<file path="config.mk">
export PLATFORM = sky130hd
export DESIGN_NAME = brcomp_iter
export DESIGN_NICKNAME = d
export VERILOG_FILES = /design/src/rtl/brcomp_iter.sv
export SDC_FILE = /design/constraint.sdc
export NUM_CORES = 1
export LEC_CHECK = 0
export CORE_MARGIN = 2
export CORE_UTILIZATION = 37
export CTS_CLUSTER_DIAMETER = 120
export DETAILED_ROUTE_END_ITERATION = 12
export SLEW_MARGIN = 20
export SYNTH_ARGS = -nofsm -noshare
export SYNTH_HDL_FRONTEND = slang
export SYNTH_SLANG_ARGS = --single-unit
export TNS_END_PERCENT = 20
</file>
<file path="constraint.sdc">
create_clock -name clk_i -period 4.93 [get_ports clk_i]
set_input_delay 0.493 -clock clk_i [delete_from_list [all_inputs] [get_ports clk_i]]
set_output_delay 0.493 -clock clk_i [all_outputs]
set_load 0.01 [all_outputs]
</file>
<file path="src/rtl/brcomp_iter.sv">
// Iterative RV32I branch comparator: walks the operands one CHUNK per cycle,
// MSB chunk first, and stops at the first chunk that differs.
module brcomp_iter #(
  parameter int XLEN  = 32,
  parameter int CHUNK = 8
) (
  input  logic            clk_i,
  input  logic            rst_i,
  input  logic            valid_i,
  output logic            ready_o,
  input  logic [XLEN-1:0] rs1_i,
  input  logic [XLEN-1:0] rs2_i,
  input  logic [2:0]      funct3_i,
  output logic            valid_o,
  input  logic            ready_i,
  output logic            eq_o,
  output logic            lt_o,
  output logic            taken_o,
  output logic            illegal_o
);

  localparam int N    = XLEN / CHUNK;
  localparam int IDXW = (N > 1) ? $clog2(N) : 1;
  localparam logic [IDXW-1:0] LAST_IDX = IDXW'(N - 1);

  typedef enum logic [1:0] {IDLE, BUSY, DONE} stateT;

  stateT            state, stateNext;
  logic [XLEN-1:0]  rs1Q, rs2Q;
  logic [2:0]       funct3Q;
  logic [IDXW-1:0]  idx;
  logic             eqQ, ltQ;

  logic [CHUNK-1:0] rs1Chunks [N];
  logic [CHUNK-1:0] rs2Chunks [N];
  logic [CHUNK-1:0] chunk1, chunk2;
  logic             chunkDiffer, chunkLt, accept;

  assign accept = (state == IDLE) && valid_i;

  // Select the chunk under examination; flipping the sign bit of the top
  // chunk turns a two's-complement order into a plain unsigned order.
  always_comb begin
    for (int i = 0; i < N; i++) begin
      rs1Chunks[i] = rs1Q[i*CHUNK +: CHUNK];
      rs2Chunks[i] = rs2Q[i*CHUNK +: CHUNK];
    end
    chunk1 = rs1Chunks[idx];
    chunk2 = rs2Chunks[idx];
    if ((idx == LAST_IDX) && !funct3Q[1]) begin
      chunk1[CHUNK-1] = ~chunk1[CHUNK-1];
      chunk2[CHUNK-1] = ~chunk2[CHUNK-1];
    end
    chunkDiffer = (chunk1 != chunk2);
    chunkLt     = (chunk1 < chunk2);
  end

  // NOTE: sequential state uses non-blocking assignments so every register
  // samples pre-edge values regardless of process ordering.
  always_ff @(posedge clk_i) begin
    if (rst_i) state <= IDLE;
    else       state <= stateNext;
  end

  // NOTE: each always_comb assigns a default first so no path can infer a latch.
  always_comb begin
    stateNext = state;
    case (state)
      IDLE:    if (valid_i) stateNext = BUSY;
      BUSY:    if (chunkDiffer || (idx == '0)) stateNext = DONE;
      DONE:    if (ready_i) stateNext = IDLE;
      default: stateNext = IDLE;
    endcase
  end

  // NOTE: operand registers are pure datapath and are only read after a load,
  // so they carry no reset; only the index and the latched results do.
  always_ff @(posedge clk_i) begin
    if (accept) begin
      rs1Q    <= rs1_i;
      rs2Q    <= rs2_i;
      funct3Q <= funct3_i;
    end
  end

  always_ff @(posedge clk_i) begin
    if (rst_i) begin
      idx <= LAST_IDX;
      eqQ <= 1'b0;
      ltQ <= 1'b0;
    end else if (accept) begin
      idx <= LAST_IDX;
    end else if (state == BUSY) begin
      if (chunkDiffer) begin
        eqQ <= 1'b0;
        ltQ <= chunkLt;
      end else if (idx == '0) begin
        eqQ <= 1'b1;
        ltQ <= 1'b0;
      end else begin
        idx <= idx - 1'b1;
      end
    end
  end

  // Results are only exposed in DONE and forced low otherwise.
  always_comb begin
    ready_o   = (state == IDLE);
    valid_o   = 1'b0;
    eq_o      = 1'b0;
    lt_o      = 1'b0;
    taken_o   = 1'b0;
    illegal_o = 1'b0;
    if (state == DONE) begin
      valid_o   = 1'b1;
      eq_o      = eqQ;
      lt_o      = ltQ;
      illegal_o = (funct3Q[2:1] == 2'b01);
      case (funct3Q)
        3'b000:         taken_o = eqQ;
        3'b001:         taken_o = ~eqQ;
        3'b100, 3'b110: taken_o = ltQ;
        3'b101, 3'b111: taken_o = ~ltQ;
        default:        taken_o = 1'b0;
      endcase
    end
  end

endmodule

</file>
==> impl_results.md, run 1 <==
* Post-detailed-route count of antenna-violating nets at 0
* Hold EP: ltQ
* Skew-Pair Late Insertion Delay at 340 ps
* Worst Path Class, Setup: register to register
* Setup TNS at 0 ps
* Clock sinks at 73
* Relative slew slack at 40.4%
* Internal at 0.00109 W
* DRC Markers at 0
* Worst slew pin tran at 894 ps
* Post-Route WL at 5.29 mm
* IO Port Bufs at 76
* Post-Place Worst Slack at 2300 ps
* Critical Path End Type: register
* Post-CTS Hold Buffers at 0
* Final worst path period need at 2620 ps
* Slowest-stage cell, CP: dfxtp_1
* Critical path's top delay family: flip-flops
* CP peak stage delay at 860 ps
* Clk root buf: clkbuf_8
* Layout cells sized above 1 at 13.9%
* HPWL Detailed at 3.82 mm
* Clock skew at 6.77 ps
* Max-cap viol count at 0
* Synthesized netlist cell count at 155
* Peak Freq at 382 MHz
* Final Max Slew Viols at 0
* Req. time, crit path at 5160 ps
* Part of the power in registers at 54.3%
* Syn Area/Cell at 19.3 sq um
* Setup crit start kind: register
* Row Count at 32
* LEAKAGE at 1.46 nW
* Total I/O pin count at 77
* Reg2Reg Capture Point: idx[0]
* Critical path arrival at 2850 ps
* First-pass DRT Iterations at 4
* NetSw at 0.000267 W
* Gr ovfl total at 0
* Max VDD drop at 221 uV
* Die width at 94.0 microns
* Final Hold Fails at 0
* Yosys cell types at 29
* Reg-to-reg startpoint: idx[1]
* FF+latch count, synth at 73
* Ys Warns at 0
* H-tree levels at 3
* R2R setup slack at 2310 ps
* Initial Util at 38.5%
* Sw frac at 19.7%
* Cts bufs inserted at 9
* Layout area overhead at 35.6%
* CP max FO at 18
* FF-to-FF path depth at 7
* Vias in the first global route at 1717
* WL/cell at 15.2 microns
* Outcome: completed
* Combinational group share of total power at 9.8%
* P per Cell Area at 334 nW/um^2
* Via density at 4.63
* CTS tree: built
* Slack of the critical path at 2310 ps
* Die height at 94.0 microns
* Std-Cell Core Area at 7770 sq um
* Total GRT Usage at 13.0%
* Buffers & Inverters on Critical Path at 0
* Syn Nets at 236
* # diodes at 0
* GPL Wtd Cong at 0.730
* Setup bufs post-CTS at 0
* DRT iter0 DRCs at 92
* Register area share after synthesis at 71.2%
* Largest net degree at the start of global routing at 39
* CTS resizes at 0
* Clock power frac at 36.0%
* Worst Hold Launch: ltQ
* Clk buf depth at 2
* Wire length of the first global-routing pass at 8.19 mm
* Worst path cell trace: mux4_2 -> xor2_1 -> ha_1 -> nand4_2 -> nor4_4 -> xnor2_1 -> nand2_1
* RSZ-0062 raised after global routing: no
* Layout Nets at 321
* Antenna violations before repair at 0
* WHS Path Cells at 2
* Post-Syn Area at 2990 sq um
* Die area at 8830 sq um
* Clock-pin slew on the worst setup and hold paths at 70 ps
* Worst Hold Class: register to register
* Final setup fails at 0
* Tcrit/Tclk final at 53.1%
* Via count at 1608
## worst reg2reg max path: stages (launching register included)
cell,delay (ps)
dfxtp_1,860
mux4_2,420
xor2_1,160
ha_1,310
nand4_2,190
nor4_4,350
xnor2_1,160
nand2_1,60
## layer usage
| metal | track usage [%] | vias up | part of all wire (%) | routed length [microns] |
|---|---|---|---|---|
| met5 | 0 | - | 0 | 0 |
| met2 | 21.3 | 52 | 51 | 2670 |
| met1 | 15.1 | 766 | 41 | 2190 |
| li1 | - | 779 | - | - |
| met4 | 6.04 | 0 | 2.5 | 133 |
| met3 | 4.90 | 11 | 5.4 | 288 |
## Yosys cell counts
library cell   n  area (sq um)
nand4_1        1          6.26
dfxtp_1        6           120
and2_1         3          18.8
a21oi_1        3          15.0
xnor2_1        3          26.3
buf_6          1          11.3
o21a_1         1          7.51
nor3_1         2          10.0
edfxtp_1      67          2010
nand2_1        1          3.75
ha_1          10           125
xor2_1         2          17.5
buf_12         1          20.0
nor4_4         1          21.3
mux4_2        16           360
a211o_1        1          8.76
o31ai_2        2          25.0
nand2b_1       4          25.0
nand4_2        1          12.5
o211ai_1       1          7.51
a31oi_1        1          6.26
and3b_1        1          8.76
nor2_1         6          22.5
buf_2          2          10.0
o31ai_1        1          7.51
nand3b_1       1          7.51
a21o_1         2          15.0
nor2b_1        4          25.0
inv_1         10          37.5
## cells in the final DEF, fill, tap and decap left out, types with 4 or more instances in the layout
cell             netlist  routed
inv_1                 10      10
nor2b_1                4       4
dfxtp_1                6       6
clkbuf_8               0       9
edfxtp_1              67      67
clkdlybuf4s50_1        0      76
nor2_1                 6       6
mux4_2                16      16
nand2b_1               4       4
ha_1                  10      10
## through the flow
stage / hold slack [ps] / power (W) / cell area (sq um) / util, % / cells
after CTS: 539 / 0.00137 / 4060 / 52.3 / 347
after global placement: 515 / 0.000882 / 3860 / 49.7 / 331
after global routing: 563 / 0.00141 / 4060 / 52.3 / 347
final: 539 / 0.00136 / 4060 / 52.3 / 347
after detailed placement: 529 / 0.000885 / 3860 / 49.7 / 331
after floorplan: 495 / 0.000805 / 2990 / - / 155
## flip-flops by register name, summed over array words and instances, names as in the netlist
name,cells
idx,2
funct3Q,3
ltQ,1
eqQ,1
rs1Q,32
rs2Q,32
state,2
## kinds of logic after synthesis
| logic type | count (synthesis) | synth area share [%] |
|---|---|---|
| flip-flops | 73 | 71.2 |
| AND/OR/NAND/NOR | 25 | 5.39 |
| multiplexers | 16 | 12.0 |
| buffers and inverters | 14 | 2.63 |
| AO/OA/AOI/OAI | 12 | 3.09 |
| adder cells (fa/ha/maj) | 10 | 4.18 |
| XOR/XNOR | 5 | 1.46 |
## final cells by class
| type | instances | area (sq um) |
|---|---|---|
| Clock inverter | 4 | 67.6 |
| Inverter | 10 | 37.5 |
| Clock buffer | 12 | 135 |
| Tap cell | 102 | 128 |
| Sequential cell | 73 | 2130 |
| Fill cell | 651 | 3710 |
| Timing Repair Buffer | 78 | 776 |
| Multi-Input combinational cell | 68 | 785 |
## power groups by stage
| stage | registers, W | logic, W | clock network (W) |
|---|---|---|---|
| floorplan | 0.000747 | 0.0000586 | 0 |
| global placement | 0.000749 | 0.000133 | 0 |
| CTS | 0.000736 | 0.000135 | 0.000500 |
| finish | 0.000735 | 0.000133 | 0.000487 |
| detailed placement | 0.000750 | 0.000135 | 0 |
| global route | 0.000739 | 0.000145 | 0.000523 |
## worst max-delay path by stage
stage / startpoint / end / slack, ps / depth (start not counted)
6_report: idx[1] / idx[0] / 2310 / 7
5_1_grt: idx[1] / idx[0] / 2170 / 8
2_1_floorplan: state[0] / funct3Q[0] / 2310 / 2
4_1_cts: idx[1] / idx[0] / 2280 / 7
3_3_place_gp: idx[1] / idx[0] / 2320 / 7
3_5_place_dp: idx[1] / idx[0] / 2300 / 7
Power figures use the tool's default switching activity.
==> run 2: changes to the inputs <==
==> constraint.sdc (replaced) <==
create_clock -name clk_i -period 2.65 [get_ports clk_i]
set_input_delay 0.265 -clock clk_i [delete_from_list [all_inputs] [get_ports clk_i]]
set_output_delay 0.265 -clock clk_i [all_outputs]
set_load 0.01 [all_outputs]
==> run 2 against run 1 <==
Compared with the run above:
- die area is the same
- sequential power rose by 86%
- clock power increased by 87%
- cell count rose by 1.4%
- global-route usage shrank 0.27 points
- sequential cell count unchanged
- routed wire length shrank 3.5%
- clock skew decreased by 0.99 ps
- count of clock-buffer cells in the layout is 3 lower
- sequential share of layout area decreased by 0.77 points
- largest power group unchanged
==> impl_results.md, run 2 (synthesis gave the netlist of run 1 again) <==
* Outcome: completed
* Vias in the first global route at 1733 (+0.93%)
* HPWL Detailed at 3.74 mm (-2.1%)
* Worst slew pin tran at 368 ps (-526 ps)
* WL/cell at 14.5 microns (-4.9%)
* Final worst path period need at 2390 ps (-228 ps)
* Reg-to-reg startpoint: idx[0]
* Part of the power in registers at 54.1% (-0.2 points)
* Max-cap viol count at 0 (unchanged)
* Critical path arrival at 2650 ps (-200 ps)
* P per Cell Area at 613 nW/um^2 (+84%)
* Clock power frac at 36.0% (about the same)
* Combinational group share of total power at 9.9% (about the same)
* Row Count at 32 (unchanged)
* NetSw at 0.000503 W (+88%)
* Area of the multi-input gates at 785 sq um (unchanged)
* Clock sinks at 73 (unchanged)
* Setup crit start kind: register
* Inst Count DP at 335 (+1.2%)
* CP peak stage delay at 520 ps (-340 ps)
* IO Port Bufs at 76 (unchanged)
* CP dominant cell by count: o31ai_2
* Fin util at 53.0% (+0.77 points)
* Worst Path Class, Setup: register to register
* Clock-pin slew on the worst setup and hold paths at 80 ps (about the same)
* Tcrit/Tclk final at 90.2% (+37 points)
* Via density at 4.59 (-0.93%)
* Post-detailed-route count of antenna-violating nets at 0 (unchanged)
* H-tree levels at 3 (unchanged)
* Worst Hold Launch: rs2_i[27]
* Clock skew at 5.78 ps (-0.990 ps)
* Critical path's top delay family: multiplexers
* Clk buf depth at 2 (unchanged)
* Final std cells w/o fill at 352 (+1.4%)
* Sw frac at 19.9% (+0.22 points)
* Req. time, crit path at 2910 ps (-2250 ps)
* Commonest non-fill, non-tap cells in the layout: 76 x clkdlybuf4s50_1, 67 x edfxtp_1, 16 x mux4_2, 10 x inv_1, 10 x ha_1
* Cts bufs inserted at 9 (unchanged)
* Fillers at 655 (+0.61%)
* Antenna violations before repair at 0 (unchanged)
* Worst path cell trace: buf_6 -> mux4_2 -> ha_1 -> nand4_2 -> o31ai_2 -> nand3b_1 -> o31ai_2
* First-pass DRT Iterations at 4 (unchanged)
* Die height at 94.0 microns (unchanged)
* Slowest-stage cell, CP: mux4_2
* Internal at 0.00202 W (+86%)
* # diodes at 0 (unchanged)
* Critical Path End Type: register
* Critical Path Start: idx[0]
* Via count at 1616 (+0.50%)
* Final Max Slew Viols at 0 (unchanged)
* Post-Route WL at 5.10 mm (-3.5%)
* Max VDD drop at 315 uV (+43%)
* Post-CTS Hold Buffers at 0 (unchanged)
* Die width at 94.0 microns (unchanged)
* FF-to-FF path depth at 7 (unchanged)
* RSZ-0062 raised after global routing: no
* Initial Util at 38.5% (unchanged)
* Sequential Area at 2130 sq um (unchanged)
* Setup TNS at 0 ps (unchanged)
* Total GRT Usage at 12.7% (-0.27 points)
* Skew-Pair Late Insertion Delay at 340 ps (about the same)
* Critical Path Stages at 7 (unchanged)
* Buffers & Inverters on Critical Path at 1 (+1)
* Clk root buf: clkbuf_8
* Most common cell after layout, fill and taps aside: clkdlybuf4s50_1
* Layout cells sized above 1 at 16.8% (+2.9 points)
* Hold Slack at 474 ps (-64.8 ps)
* Relative slew slack at 75.5% (+35 points)
* WHS Path Cells at 1 (-1)
* DRT iter0 DRCs at 98 (+6.5%)
* CP max FO at 11 (-7)
* Die area at 8830 sq um (unchanged)
* GPL Wtd Cong at 0.793 (+8.7%)
* Layout area overhead at 37.6%
* Largest net degree at the start of global routing at 70 (+79%)
* Peak Freq at 418 MHz (+9.5%)
* CTS tree: built
* Worst Hold Class: input port to register
* Layout Nets at 326 (+1.6%)
* Wire length of the first global-routing pass at 8.27 mm (+0.93%)
* Final setup fails at 0 (unchanged)
* Largest registers: rs1Q (32), rs2Q (32), funct3Q (3)
* Total I/O pin count at 77 (unchanged)
* DRC Markers at 0 (unchanged)
* Final Hold Fails at 0 (unchanged)
* Std-Cell Core Area at 7770 sq um (unchanged)
* Gr ovfl total at 0 (unchanged)
* LEAKAGE at 1.50 nW (+2.1%)
-- run 2: changes by cell type in the layout (fill, tap and decap cells not counted) --
cell / before / now
clkinvlp_4: 0 / 1
buf_4: 2 / 5
buf_12: 0 / 1
clkbuf_1: 3 / 0
clkinv_2: 0 / 2
buf_6: 0 / 1
-- run 2: path summary, 6_finish.rpt --
path | end | slack (ps)
max | ltQ | 260
min | rs2Q[27] | 470
max reg2reg | ltQ | 260
min reg2reg | ltQ | 540
-- run 2: through the flow --
stage               cell area, sq um  worst slack [ps]  power (W)
floorplan                       2990              33.7    0.00150
finish                          4120               260    0.00253
detailed placement              3900               186    0.00165
global placement                3900               229    0.00164
CTS                             4110               149    0.00255
global route                    4120              91.5    0.00263
-- run 2: power groups by stage --
| stage | combinational, W | clock, W | sequential [W] |
|---|---|---|---|
| global placement | 0.000251 | 0 | 0.00139 |
| floorplan | 0.000109 | 0 | 0.00139 |
| CTS | 0.000253 | 0.000929 | 0.00137 |
| finish | 0.000249 | 0.000909 | 0.00137 |
| global route | 0.000273 | 0.000984 | 0.00138 |
| detailed placement | 0.000253 | 0 | 0.00139 |
-- run 2: layout make-up --
class | instances | share of cell area [%]
Clock buffer | 9 | 3.01
Clock inverter | 7 | 2.06
Inverter | 10 | 0.911
Multi-Input combinational cell | 68 | 19.0
Sequential cell | 73 | 51.7
Tap cell | 102 | 3.10
Timing Repair Buffer | 83 | 20.1
-- run 2: timing repair --
action,4_1_cts,5_1_grt
buffers inserted,0,1
setup endpoints to repair,0,2
resized for setup,0,1
-- run 2: routing by layer --
layer	wire [microns]	global-route usage (%)	up-vias	share of wire, %
li1	-	-	789	-
met1	2210	16.2	766	43
met2	2480	20.2	51	49
met3	310	3.37	10	6.1
met4	100	6.16	0	2.0
met5	0	0	-	0
==> run 3: changes to the inputs <==
--- a/config.mk
+++ b/config.mk
@@ -5,7 +5,7 @@
 export SDC_FILE = /design/constraint.sdc
 export NUM_CORES = 1
 export LEC_CHECK = 0
-export CORE_MARGIN = 2
+export ABC_CLOCK_PERIOD_IN_PS = 2650
 export CORE_UTILIZATION = 37
 export CTS_CLUSTER_DIAMETER = 120
 export DETAILED_ROUTE_END_ITERATION = 12
==> run 3 against run 2 <==
Compared with the run above:
- clock power up 2%
- routed wire length is 0.53% higher
- register-to-register slack worse by 70 ps
- design area is essentially flat
- non-clock buffer count decreased by 1
- sequential power hardly changed
==> impl_results.md, run 3 (synthesis gave the netlist of run 1 again) <==
* Slowest-stage cell, CP: mux4_2
* Buffers & Inverters on Critical Path at 1 (unchanged)
* Tcrit/Tclk final at 93.0% (+2.8 points)
* Worst Path Class, Setup: register to register
* Power Total at 0.00254 W (+0.66%)
* Die width at 92.0 microns (-2.1%)
* Die height at 92.0 microns (-2.1%)
* Post-CTS Hold Buffers at 0 (unchanged)
* Relative slew slack at 75.7% (+0.19 points)
* Clk buf depth at 2 (unchanged)
* Initial Util at 38.5% (unchanged)
* Row Count at 32 (unchanged)
* Peak Freq at 406 MHz (-3.0%)
* Max-cap viol count at 0 (unchanged)
* Layout cells sized above 1 at 16.1% (-0.74 points)
* RSZ-0062 raised after global routing: no
* Largest net degree at the start of global routing at 70 (unchanged)
* Via count at 1608 (-0.50%)
* Skew-Pair Late Insertion Delay at 340 ps (about the same)
* HPWL Detailed at 3.72 mm (-0.70%)
* Critical path arrival at 2720 ps (+70 ps)
* Final Max Slew Viols at 0 (unchanged)
* Reg2Reg Capture Point: ltQ
* LEAKAGE at 1.48 nW (-0.76%)
* IO Port Bufs at 76 (unchanged)
* Antenna violations before repair at 0 (unchanged)
* WL/cell at 14.6 microns (+0.82%)
* Clock sinks at 73 (unchanged)
* Worst Hold Class: input port to register
* Post-Route WL at 5.13 mm (+0.53%)
* Critical Path End Type: register
* Reg-to-reg startpoint: idx[0]
* Final Hold Fails at 0 (unchanged)
* Gr ovfl total at 0 (unchanged)
* Most common cell after layout, fill and taps aside: clkdlybuf4s50_1
* # diodes at 0 (unchanged)
* Critical path's top delay family: compound AO/OA/AOI/OAI gates
* FF-to-FF path depth at 7 (unchanged)
* Clock-pin slew on the worst setup and hold paths at 80 ps (about the same)
* Setup crit start kind: register
* Post-detailed-route count of antenna-violating nets at 0 (unchanged)
* Worst path cell trace: buf_4 -> mux4_2 -> ha_1 -> a21o_1 -> a21o_1 -> a211o_1 -> o31ai_2
* Req. time, crit path at 2910 ps (about the same)
* CP peak stage delay at 510 ps (about the same)
* Layout area overhead at 37.6% (about the same)
* Worst slew pin tran at 365 ps (-2.92 ps)
* P per Cell Area at 617 nW/um^2 (+0.69%)
* Setup TNS at 0 ps (unchanged)
* Total GRT Usage at 13.5% (+0.79 points)
* Via density at 4.58 (-0.21%)
* Total I/O pin count at 77 (unchanged)
* Clk root buf: clkbuf_8
* First-pass DRT Iterations at 4 (unchanged)
* Area of the multi-input gates at 793 sq um (+1.1%)
* Sequential Area at 2130 sq um (unchanged)
* Clock skew at 6.61 ps (+0.827 ps)
* CP dominant cell by count: a21o_1
* WHS Path Cells at 1 (unchanged)
* Die area at 8460 sq um (-4.2%)
* DRT iter0 DRCs at 56 (-43%)
* Wire length of the first global-routing pass at 8.30 mm (+0.41%)
* Cts bufs inserted at 9 (unchanged)
* Worst Hold Launch: rs2_i[18]
* Fillers at 649 (-0.92%)
* GPL Wtd Cong at 0.796 (+0.38%)
* Layout Nets at 325 (-0.31%)
* Final setup fails at 0 (unchanged)
* Final worst path period need at 2460 ps (+73.8 ps)
* Largest registers: rs1Q (32), rs2Q (32), funct3Q (3)
* Vias in the first global route at 1739 (+0.35%)
* Hold EP: rs2Q[18]
* Fin util at 53.0% (about the same)
* DRC Markers at 0 (unchanged)
* Std-Cell Core Area at 7770 sq um (unchanged)
* Max VDD drop at 344 uV (+9.1%)
* Commonest non-fill, non-tap cells in the layout: 76 x clkdlybuf4s50_1, 67 x edfxtp_1, 16 x mux4_2, 10 x inv_1, 10 x ha_1
* CTS tree: built
* R2R setup slack at 190 ps (-70 ps)
* CP max FO at 8 (-3)
* Outcome: completed
* H-tree levels at 3 (unchanged)
[run 3: cell count changes in the layout (fill, tap and decap cells not counted), sizes merged]
| cell | change |
|---|---|
| clkinv | -2 |
| clkinvlp | +1 |
| buf | -1 |
| clkbuf | +1 |
[run 3: metrics by stage]
stage          cells  setup slack (ps)  hold slack [ps]  instance area, sq um
2_1_floorplan    155              33.7              334                  2990
3_3_place_gp     334               235              528                  3890
3_5_place_dp     334               155              526                  3890
4_1_cts          350               129              457                  4100
5_1_grt          351              35.0              456                  4120
6_report         351               186              473                  4120
[run 3: worst reg2reg max path, stage by stage (launching register included)]
cell and delay [ps]:
dfxtp_1 450, buf_4 250, mux4_2 520, ha_1 330, a21o_1 190, a21o_1 170
a211o_1 300, o31ai_2 160
[run 3: area by class of cell]
cell class,instances,area share (%)
clock inverters,6,2.00
multi-input cells,68,19.3
well taps,102,3.10
inverters,10,0.911
clock buffers,10,3.10
flip-flops and latches,73,51.8
repair buffers,82,19.9
[run 3: worst max path at each step]
stage | endpoint | start | slack (ps) | cells past startpoint
global placement | ltQ | idx[0] | 230 | 7
finish | ltQ | idx[0] | 190 | 7
detailed placement | ltQ | idx[0] | 160 | 7
CTS | ltQ | idx[0] | 130 | 7
global route | idx[0] | idx[0] | 30 | 8
floorplan | funct3Q[0] | state[0] | 30 | 2
[run 3: report_power, final]
| group | leakage [nW] | total [W] | internal [W] | switching, W |
|---|---|---|---|---|
| sequential | 0.690 | 0.00137 | 0.00135 | 0.0000203 |
| clock | 0.0976 | 0.000924 | 0.000524 | 0.000400 |
| combinational | 0.697 | 0.000252 | 0.000157 | 0.0000948 |
| total | 1.48 | 0.00254 | 0.00203 | 0.000515 |
[run 3: routing by layer]
layer	GRT usage, %	share of wire (%)	wire length, microns
met1	16.3	43	2190
met2	22.0	50	2560
met3	3.90	5.5	284
met4	7.03	1.7	85
met5	0	0	0
[run 3: repair_timing]
| item | 4_1_cts | 5_1_grt |
|---|---|---|
| buffers inserted | 0 | 1 |
| gates resized for setup | 0 | 1 |
| setup endpoints to repair | 0 | 2 |
